File: src/rtl/dac_seq_ctrl_if.sv
// Control, RAM and serializer signals of the DAC frame sequencer.
// master drives requests and RAM data; slave is the sequencer.
interface dac_seq_ctrl_if #(
  parameter int DATA_W = 12,
  parameter int ADDR_W = 8
);
  logic              start;
  logic              stop;
  logic [ADDR_W-1:0] base_addr;
  logic [ADDR_W-1:0] length;
  logic              cfg_req;
  logic [DATA_W-1:0] cfg_data;
  logic              cfg_ack;
  logic [ADDR_W-1:0] mem_addr;
  logic [DATA_W-1:0] mem_rdata;
  logic              ser_en;
  logic [DATA_W-1:0] ser_data;
  logic              dac_sync_n;
  logic              busy;
  logic              done;

  modport master (
    output start, stop, base_addr, length,
    output cfg_req, cfg_data, mem_rdata,
    input  cfg_ack, mem_addr, ser_en, ser_data,
    input  dac_sync_n, busy, done
  );

  modport slave (
    input  start, stop, base_addr, length,
    input  cfg_req, cfg_data, mem_rdata,
    output cfg_ack, mem_addr, ser_en, ser_data,
    output dac_sync_n, busy, done
  );
endinterface

File: src/rtl/dac_seq_ctrl.sv
// Frame sequencer: feeds sample RAM words or a config word to the
// DAC serializer one frame at a time and generates the frame strobe.
module dac_seq_ctrl #(
  parameter int DATA_W = 12,
  parameter int ADDR_W = 8,
  parameter int GAP    = 2
) (
  input logic           clk,
  input logic           reset,
  dac_seq_ctrl_if.slave bus
);
  localparam int CMAX  = (GAP > DATA_W) ? GAP : DATA_W;
  localparam int CNT_W = $clog2(CMAX + 1);
  localparam logic [CNT_W-1:0] SH_LAST  = CNT_W'(DATA_W);
  localparam logic [CNT_W-1:0] GAP_LAST =
    CNT_W'((GAP > 0) ? GAP - 1 : 0);

  typedef enum logic [2:0] {
    S_IDLE, S_ARB, S_FETCH, S_WAIT,
    S_CAPT, S_LOAD, S_SHIFT, S_GAP
  } state_t;

  state_t            state_q, state_d;
  logic              armed_q, armed_d;
  logic              stop_q, stop_d;
  logic              src_cfg_q, src_cfg_d;
  logic [ADDR_W-1:0] base_q, base_d;
  logic [ADDR_W-1:0] len_q, len_d;
  logic [ADDR_W-1:0] idx_q, idx_d;
  logic [CNT_W-1:0]  cnt_q, cnt_d;
  logic [ADDR_W-1:0] addr_q, addr_d;
  logic              ser_en_q, ser_en_d;
  logic [DATA_W-1:0] ser_data_q, ser_data_d;
  logic              sync_n_q, sync_n_d;
  logic              ack_q, ack_d;
  logic              busy_q, busy_d;
  logic              done_q, done_d;

  always_comb begin
    state_d    = state_q;
    armed_d    = armed_q;
    stop_d     = stop_q;
    src_cfg_d  = src_cfg_q;
    base_d     = base_q;
    len_d      = len_q;
    idx_d      = idx_q;
    cnt_d      = cnt_q;
    addr_d     = addr_q;
    ser_data_d = ser_data_q;
    ser_en_d   = 1'b0;
    ack_d      = 1'b0;
    done_d     = 1'b0;
    sync_n_d   = 1'b1;

    if (bus.stop && armed_q) stop_d = 1'b1;

    case (state_q)
      S_IDLE: begin
        if (bus.start) begin
          base_d = bus.base_addr;
          len_d  = bus.length;
          idx_d  = '0;
          if (bus.length == '0) done_d  = 1'b1;
          else                  armed_d = 1'b1;
        end
        if (bus.cfg_req || armed_d) state_d = S_ARB;
      end
      S_ARB: begin
        if (bus.cfg_req) begin
          src_cfg_d = 1'b1;
          state_d   = S_CAPT;
        end else if (armed_q && !stop_q) begin
          src_cfg_d = 1'b0;
          state_d   = S_FETCH;
        end else if (armed_q) begin
          armed_d = 1'b0;
          stop_d  = 1'b0;
          done_d  = 1'b1;
          state_d = S_IDLE;
        end else begin
          state_d = S_IDLE;
        end
      end
      S_FETCH: begin
        addr_d  = base_q + idx_q;
        state_d = S_WAIT;
      end
      S_WAIT: state_d = S_CAPT;
      S_CAPT: begin
        ser_data_d = src_cfg_q ? bus.cfg_data : bus.mem_rdata;
        ser_en_d   = 1'b1;
        ack_d      = src_cfg_q;
        state_d    = S_LOAD;
      end
      S_LOAD: begin
        if (!src_cfg_q) idx_d = idx_q + ADDR_W'(1);
        cnt_d   = '0;
        state_d = S_SHIFT;
      end
      S_SHIFT: begin
        // strobe low while the 12 data bits are on the wire
        sync_n_d = (cnt_q == SH_LAST);
        if (cnt_q == SH_LAST) begin
          cnt_d = '0;
          if (!src_cfg_q && idx_q == len_q) begin
            armed_d = 1'b0;
            stop_d  = 1'b0;
            done_d  = 1'b1;
          end
          state_d = (GAP == 0) ? S_ARB : S_GAP;
        end else begin
          cnt_d = cnt_q + CNT_W'(1);
        end
      end
      S_GAP: begin
        if (cnt_q == GAP_LAST) begin
          cnt_d   = '0;
          state_d = S_ARB;
        end else begin
          cnt_d = cnt_q + CNT_W'(1);
        end
      end
      default: state_d = S_IDLE;
    endcase

    busy_d = (state_d != S_IDLE);
  end

  always_ff @(posedge clk) begin
    if (reset) begin
      state_q    <= S_IDLE;
      armed_q    <= 1'b0;
      stop_q     <= 1'b0;
      src_cfg_q  <= 1'b0;
      base_q     <= '0;
      len_q      <= '0;
      idx_q      <= '0;
      cnt_q      <= '0;
      addr_q     <= '0;
      ser_en_q   <= 1'b0;
      ser_data_q <= '0;
      sync_n_q   <= 1'b1;
      ack_q      <= 1'b0;
      busy_q     <= 1'b0;
      done_q     <= 1'b0;
    end else begin
      state_q    <= state_d;
      armed_q    <= armed_d;
      stop_q     <= stop_d;
      src_cfg_q  <= src_cfg_d;
      base_q     <= base_d;
      len_q      <= len_d;
      idx_q      <= idx_d;
      cnt_q      <= cnt_d;
      addr_q     <= addr_d;
      ser_en_q   <= ser_en_d;
      ser_data_q <= ser_data_d;
      sync_n_q   <= sync_n_d;
      ack_q      <= ack_d;
      busy_q     <= busy_d;
      done_q     <= done_d;
    end
  end

  assign bus.cfg_ack    = ack_q;
  assign bus.mem_addr   = addr_q;
  assign bus.ser_en     = ser_en_q;
  assign bus.ser_data   = ser_data_q;
  assign bus.dac_sync_n = sync_n_q;
  assign bus.busy       = busy_q;
  assign bus.done       = done_q;
endmodule

File: src/flat_wrapper.sv
// flat-port wrapper written by rule: the top's interface ports become plain ports
module dac_seq_ctrl_flat 
#(
  parameter int DATA_W = 12,
  parameter int ADDR_W = 8,
  parameter int GAP    = 2
)
  (clk, reset, bus_start, bus_stop, bus_base_addr, bus_length, bus_cfg_req, bus_cfg_data, bus_mem_rdata, bus_cfg_ack, bus_mem_addr, bus_ser_en, bus_ser_data, bus_dac_sync_n, bus_busy, bus_done);
  dac_seq_ctrl_if #(.DATA_W(DATA_W), .ADDR_W(ADDR_W)) bus_i ();
  input logic clk;
  input logic reset;
  input wire logic [$bits(bus_i.start)-1:0] bus_start;
  input wire logic [$bits(bus_i.stop)-1:0] bus_stop;
  input wire logic [$bits(bus_i.base_addr)-1:0] bus_base_addr;
  input wire logic [$bits(bus_i.length)-1:0] bus_length;
  input wire logic [$bits(bus_i.cfg_req)-1:0] bus_cfg_req;
  input wire logic [$bits(bus_i.cfg_data)-1:0] bus_cfg_data;
  input wire logic [$bits(bus_i.mem_rdata)-1:0] bus_mem_rdata;
  output wire logic [$bits(bus_i.cfg_ack)-1:0] bus_cfg_ack;
  output wire logic [$bits(bus_i.mem_addr)-1:0] bus_mem_addr;
  output wire logic [$bits(bus_i.ser_en)-1:0] bus_ser_en;
  output wire logic [$bits(bus_i.ser_data)-1:0] bus_ser_data;
  output wire logic [$bits(bus_i.dac_sync_n)-1:0] bus_dac_sync_n;
  output wire logic [$bits(bus_i.busy)-1:0] bus_busy;
  output wire logic [$bits(bus_i.done)-1:0] bus_done;
  assign bus_i.start = bus_start;
  assign bus_i.stop = bus_stop;
  assign bus_i.base_addr = bus_base_addr;
  assign bus_i.length = bus_length;
  assign bus_i.cfg_req = bus_cfg_req;
  assign bus_i.cfg_data = bus_cfg_data;
  assign bus_i.mem_rdata = bus_mem_rdata;
  assign bus_cfg_ack = bus_i.cfg_ack;
  assign bus_mem_addr = bus_i.mem_addr;
  assign bus_ser_en = bus_i.ser_en;
  assign bus_ser_data = bus_i.ser_data;
  assign bus_dac_sync_n = bus_i.dac_sync_n;
  assign bus_busy = bus_i.busy;
  assign bus_done = bus_i.done;
  dac_seq_ctrl #(.DATA_W(DATA_W), .ADDR_W(ADDR_W), .GAP(GAP)) u_core (.clk(clk), .reset(reset), .bus(bus_i));
endmodule
File: config.mk
export PLATFORM = sky130hd
export DESIGN_NAME = dac_seq_ctrl_flat
export DESIGN_NICKNAME = d
export VERILOG_FILES = /design/src/rtl/dac_seq_ctrl_if.sv /design/src/rtl/dac_seq_ctrl.sv /design/src/flat_wrapper.sv
export SDC_FILE = /design/constraint.sdc
export NUM_CORES = 1
export LEC_CHECK = 0
export CORE_MARGIN = 10
export CORE_UTILIZATION = 45
export CTS_BUF_LIST = sky130_fd_sc_hd__clkbuf_4 sky130_fd_sc_hd__clkbuf_8
export CTS_CLUSTER_SIZE = 10
export DETAILED_ROUTE_END_ITERATION = 6
export DONT_BUFFER_PORTS = 1
export SLEW_MARGIN = 0
export SYNTH_ARGS = -nofsm -noshare
export SYNTH_HDL_FRONTEND = slang
export SYNTH_SLANG_ARGS = --single-unit
File: constraint.sdc
create_clock -name clk -period 3.5 [get_ports clk]
set_clock_uncertainty 0.1 [all_clocks]
set_input_delay 0.35 -clock clk [delete_from_list [all_inputs] [get_ports clk]]
set_output_delay 0.35 -clock clk [all_outputs]
set_load 0.005 [all_outputs]
==> out/qor_table.md <==
| Step | Item | This run |
|---|---|---|
| status | Run status | completed |
| timing | Tightest Pin Transition | 0.787 ns |
| route | DRC violations left | 0 |
| critical path | FF-to-FF Start | u_core.state_q[0]$_SDFF_PP0_ |
| global route | Global route total overflow | 0 |
| critical path | Depth of the most critical reg-to-reg path | 4 |
| route | Highest signal layer in the routed design | met4 |
| clock network | Clk Latency, worst-skew pair | 0.34 ns |
| clock network | Hold Buf Count CTS | 1 |
| critical path | Largest incremental delay on the critical path | 0.55 ns |
| synthesis | Nets in the synthesized netlist | 401 |
| layout | Antenna diode instance count | 0 |
| clock network | Sink count of the clock tree | 59 |
| route | Routed wire length | 7010 um |
| route | Starting DRC count in detailed routing | 101 |
| route | Met2 wire length | 3120 um |
| floorplanning | Number of standard-cell rows in the floorplan | 29 |
| power and ir drop | Proportion of power drawn by combinational gates | 0.129 |
| clock network | Post-CTS setup repair buffer count | 0 |
| global route | Pin count of the biggest net entering global routing | 42 |
| route | Mean number of vias per cell | 5.69 |
| critical path | Critical path endpoint | u_core.bus.done$_SDFF_PP0_ |
| timing | Count of final hold-check violations | 0 |
| synthesis | Library cells used by synthesis | 48 |
| timing | Worst slack on hold paths | 0.0224 ns |
| power and ir drop | Net switching share of the total power | 0.280 |
| global route | Global Route Usage Sum | 0.139 |
| power and ir drop | Share of total power in sequential cells | 0.514 |
| route | Met3 routed wirelength | 769 um |
| global route | Wire length of the first global-routing pass | 11400 um |
| synthesis | Average size of a mapped cell | 8.38 um^2 |
| clock network | Clock buffers created by TritonCTS | 9 |
| hold path | Type of the tightest min-delay check | input port to register |
| timing | Endpoints failing setup | 0 |
| route | Post-route antenna net violation count | 0 |
| placement | Placed inst area | 2910 um^2 |
| critical path | Worst setup slack for register-to-register paths | 1.29 ns |
| global route | Via count of the first global-routing pass | 2256 |
| power and ir drop | Part of the power in the clock network | 0.358 |
| synthesis | Synthesized netlist cell count | 344 |
| critical path | Required time reported for the critical path endpoint | 3.67 ns |
| route | WL per Instance | 16.8 um |
| timing | Setup slack of the critical path after layout | 1.29 ns |
| timing | Total negative slack | 0 ns |
| job | Number of max-capacitance violations reported | 0 |
| clock network | Clock edge transition at the registers on the reported setup and hold paths | 0.06 ns |
| placement | Post-Place Worst Slack | 1.28 ns |
| synthesis | Share of flip-flops with an asynchronous set or reset after synthesis | 0 |
| clock network | TritonCTS clock tree | yes |
| critical path | Cell chain of the critical path | nor2_1 -> nand3b_1 -> or3_1 -> a21oi_1 |
| power and ir drop | Largest vdd supply drop | 0.000270 V |
| placement | Number of port buffers | 0 |
| synthesis | Top FF cell, synth | dfxtp_1 |
| critical path | End of the worst register-to-register path | u_core.bus.done$_SDFF_PP0_ |
| layout | Share of post-route cells with drive strength above 1 | 0.0645 |
| power and ir drop | Switching power | 0.422 mW |
| floorplanning | Core Area | 6280 um^2 |
| layout | Layout Cell Area excl Fill | 3100 um^2 |
| timing | Share of the clock period used by the worst path after layout | 0.630 |
| placement | Global placer's final weighted congestion | 0.814 |
| synthesis | Register bit total from synthesis | 59 |
| critical path | Endpoint arrival time on the critical path | 2.37 ns |
| critical path | CP Capture Type | register |
| layout | Number of nets in the layout | 395 |
| power and ir drop | Internal power contribution | 1.08 mW |
| critical path | Library cell contributing the largest single delay on the critical path | nand3b_1 |
| synthesis | Sequential-to-total area share from yosys stat | 0.410 |
| clock network | Clock H-tree levels | 3 |
| critical path | Worst setup path class | register to register |
| critical path | Critical path launch point type | register |
| timing | Final critical delay including setup and external delays | 2.21 ns |
| floorplanning | Width of the die | 100 um |
| clock network | Cells resized by post-CTS repair | 0 |
| layout | Area growth syn-to-layout | 7.60% |
| clock network | Clk buf depth | 2 |
| timing | Unrepaired setup endpoints after global routing | false |
| route | Number of detailed-routing iterations run before antenna repair | 4 |
| floorplanning | Vertical extent of the die | 100 um |
| route | Metal-1 WL | 3030 um |
| floorplanning | Die area | 10000 um^2 |
| synthesis | Post-synthesis instance area | 2880 um^2 |
| timing | Maximum frequency from static timing analysis | 453 MHz |
| critical path | CP Max Fanout | 21 |
| timing | Slew headroom | 0.475 |
| synthesis | Number of warnings issued by yosys | 0 |
| route | Via count | 2380 |
| floorplanning | Initial core utilization | 0.459 |
| timing | Max-slew violation count | 0 |
| synthesis | EDFF count, synth | 0 |
| placement | Sum of net half-perimeters after detailed placement | 5000 um |
| clock network | Root Buffer | clkbuf_8 |
| power and ir drop | PwrDens | 486 nW/um^2 |
| global route | Initial antenna violation count | 0 |
| critical path | Worst setup path startpoint | u_core.state_q[0]$_SDFF_PP0_ |
| power and ir drop | Lkg Pwr | 1.07 nW |
| layout | Layout Utilization | 0.494 |
| floorplanning | Number of top-level pins | 70 |
[flip-flops by register name, indices dropped and copies added (netlist names)]
register / cells
u_core.armed_q: 1
u_core.base_q: 8
u_core.bus.busy: 1
u_core.bus.cfg_ack: 1
u_core.bus.dac_sync_n: 1
u_core.bus.done: 1
u_core.bus.mem_addr: 8
u_core.bus.ser_data: 12
u_core.bus.ser_en: 1
u_core.cnt_q: 4
u_core.idx_q: 8
u_core.len_q: 8
u_core.src_cfg_q: 1
u_core.state_q: 3
u_core.stop_q: 1
[synthesized netlist by cell type, drive strengths merged, types with 3 or more instances]
cell type | instances | share of area
buf | 4 | 0.0065
dfxtp | 59 | 0.41
xor2 | 5 | 0.015
or3 | 6 | 0.015
nor4b | 3 | 0.011
nor4 | 3 | 0.0065
nand2b | 4 | 0.0087
nor3 | 3 | 0.0052
mux2i | 12 | 0.042
o21ai | 13 | 0.024
xnor2 | 11 | 0.033
nor2 | 27 | 0.035
nand2 | 59 | 0.077
and2 | 3 | 0.0065
inv | 10 | 0.013
a21oi | 34 | 0.059
ha | 11 | 0.048
nand4 | 3 | 0.0065
a211oi | 13 | 0.034
nand3 | 9 | 0.016
a311oi | 4 | 0.012
clkbuf | 16 | 0.021
o211ai | 3 | 0.0078
[layer usage]
layer,GRT usage,vias up
met1,0.165,1096
met3,0.0659,9
met2,0.212,78
met4,0.0598,0
li1,-,1197
met5,0,-
[area by class of cell]
class | instances | area, um^2
Tap cell | 77 | 96.3
Fill cell | 624 | 3180
Inverter | 10 | 37.5
Clock buffer | 11 | 151
Sequential cell | 59 | 1180
Clock inverter | 3 | 15.0
Multi-Input combinational cell | 255 | 1580
Timing Repair Buffer | 3 | 35.0
[through the flow]
stage          power, mW  instances
2_1_floorplan      0.936        344
3_3_place_gp       0.972        403
3_5_place_dp       0.974        403
4_1_cts             1.53        418
5_1_grt             1.59        418
6_report            1.51        418
[cells in the final DEF, fill, tap and decap left out, types with 2 or more instances in the layout]
master / count
nor3_1: 3
mux2i_1: 12
nor2b_1: 2
xor2_1: 5
or3_1: 5
and2_1: 3
clkinv_2: 3
o311a_1: 2
nor4_1: 3
dfxtp_1: 59
and3b_1: 2
o31ai_1: 2
or4_4: 2
nor2_1: 27
nor3b_1: 2
o21a_1: 2
a21oi_1: 34
o21ai_0: 12
o211ai_1: 3
nand3_1: 9
xnor2_1: 11
a21boi_0: 2
clkbuf_8: 11
nand2_1: 59
buf_4: 2
inv_1: 10
ha_1: 11
nand4_1: 3
nand2b_1: 4
nor4b_1: 2
a311oi_1: 4
a211oi_1: 13
[kinds of logic (layout without fill, tap and decap cells)]
group | after synthesis | after routing | synth area share
compound gates | 83 | 83 | 0.183
xor+xnor | 16 | 16 | 0.0486
fa+ha+maj | 12 | 12 | 0.0547
buf+inv | 30 | 27 | 0.0404
flops | 59 | 59 | 0.410
mux | 12 | 12 | 0.0417
simple gates | 132 | 132 | 0.222
[critical path: cells and delay by family (launching register included)]
kind	cells	cell delay [ns]
AO/OA/AOI/OAI	1	0.13
flip-flops	1	0.50
AND/OR/NAND/NOR	3	1.40
[worst min path at each step]
stage	slack (ns)	cells after the start	end	start
floorplan	0.34	2	u_core.base_q[0]$_SDFFE_PP0P_	u_core.base_q[0]$_SDFFE_PP0P_
global placement	0.33	1	u_core.cnt_q[0]$_SDFFE_PP0P_	reset
detailed placement	0.33	1	u_core.cnt_q[0]$_SDFFE_PP0P_	reset
CTS	0.003	1	u_core.armed_q$_SDFFE_PP0P_	reset
global route	0.02	1	u_core.armed_q$_SDFFE_PP0P_	reset
finish	0.02	1	u_core.armed_q$_SDFFE_PP0P_	reset
[power by group through the flow]
stage                     clock [mW]  combinational (mW)  sequential (mW)
after floorplan                    0               0.181            0.756
after global placement             0               0.183            0.789
after detailed placement           0               0.185            0.789
after CTS                      0.557               0.196            0.774
after global routing           0.582               0.224            0.781
final                          0.539               0.194            0.773
No activity file was read; power rests on OpenSTA's default activity.
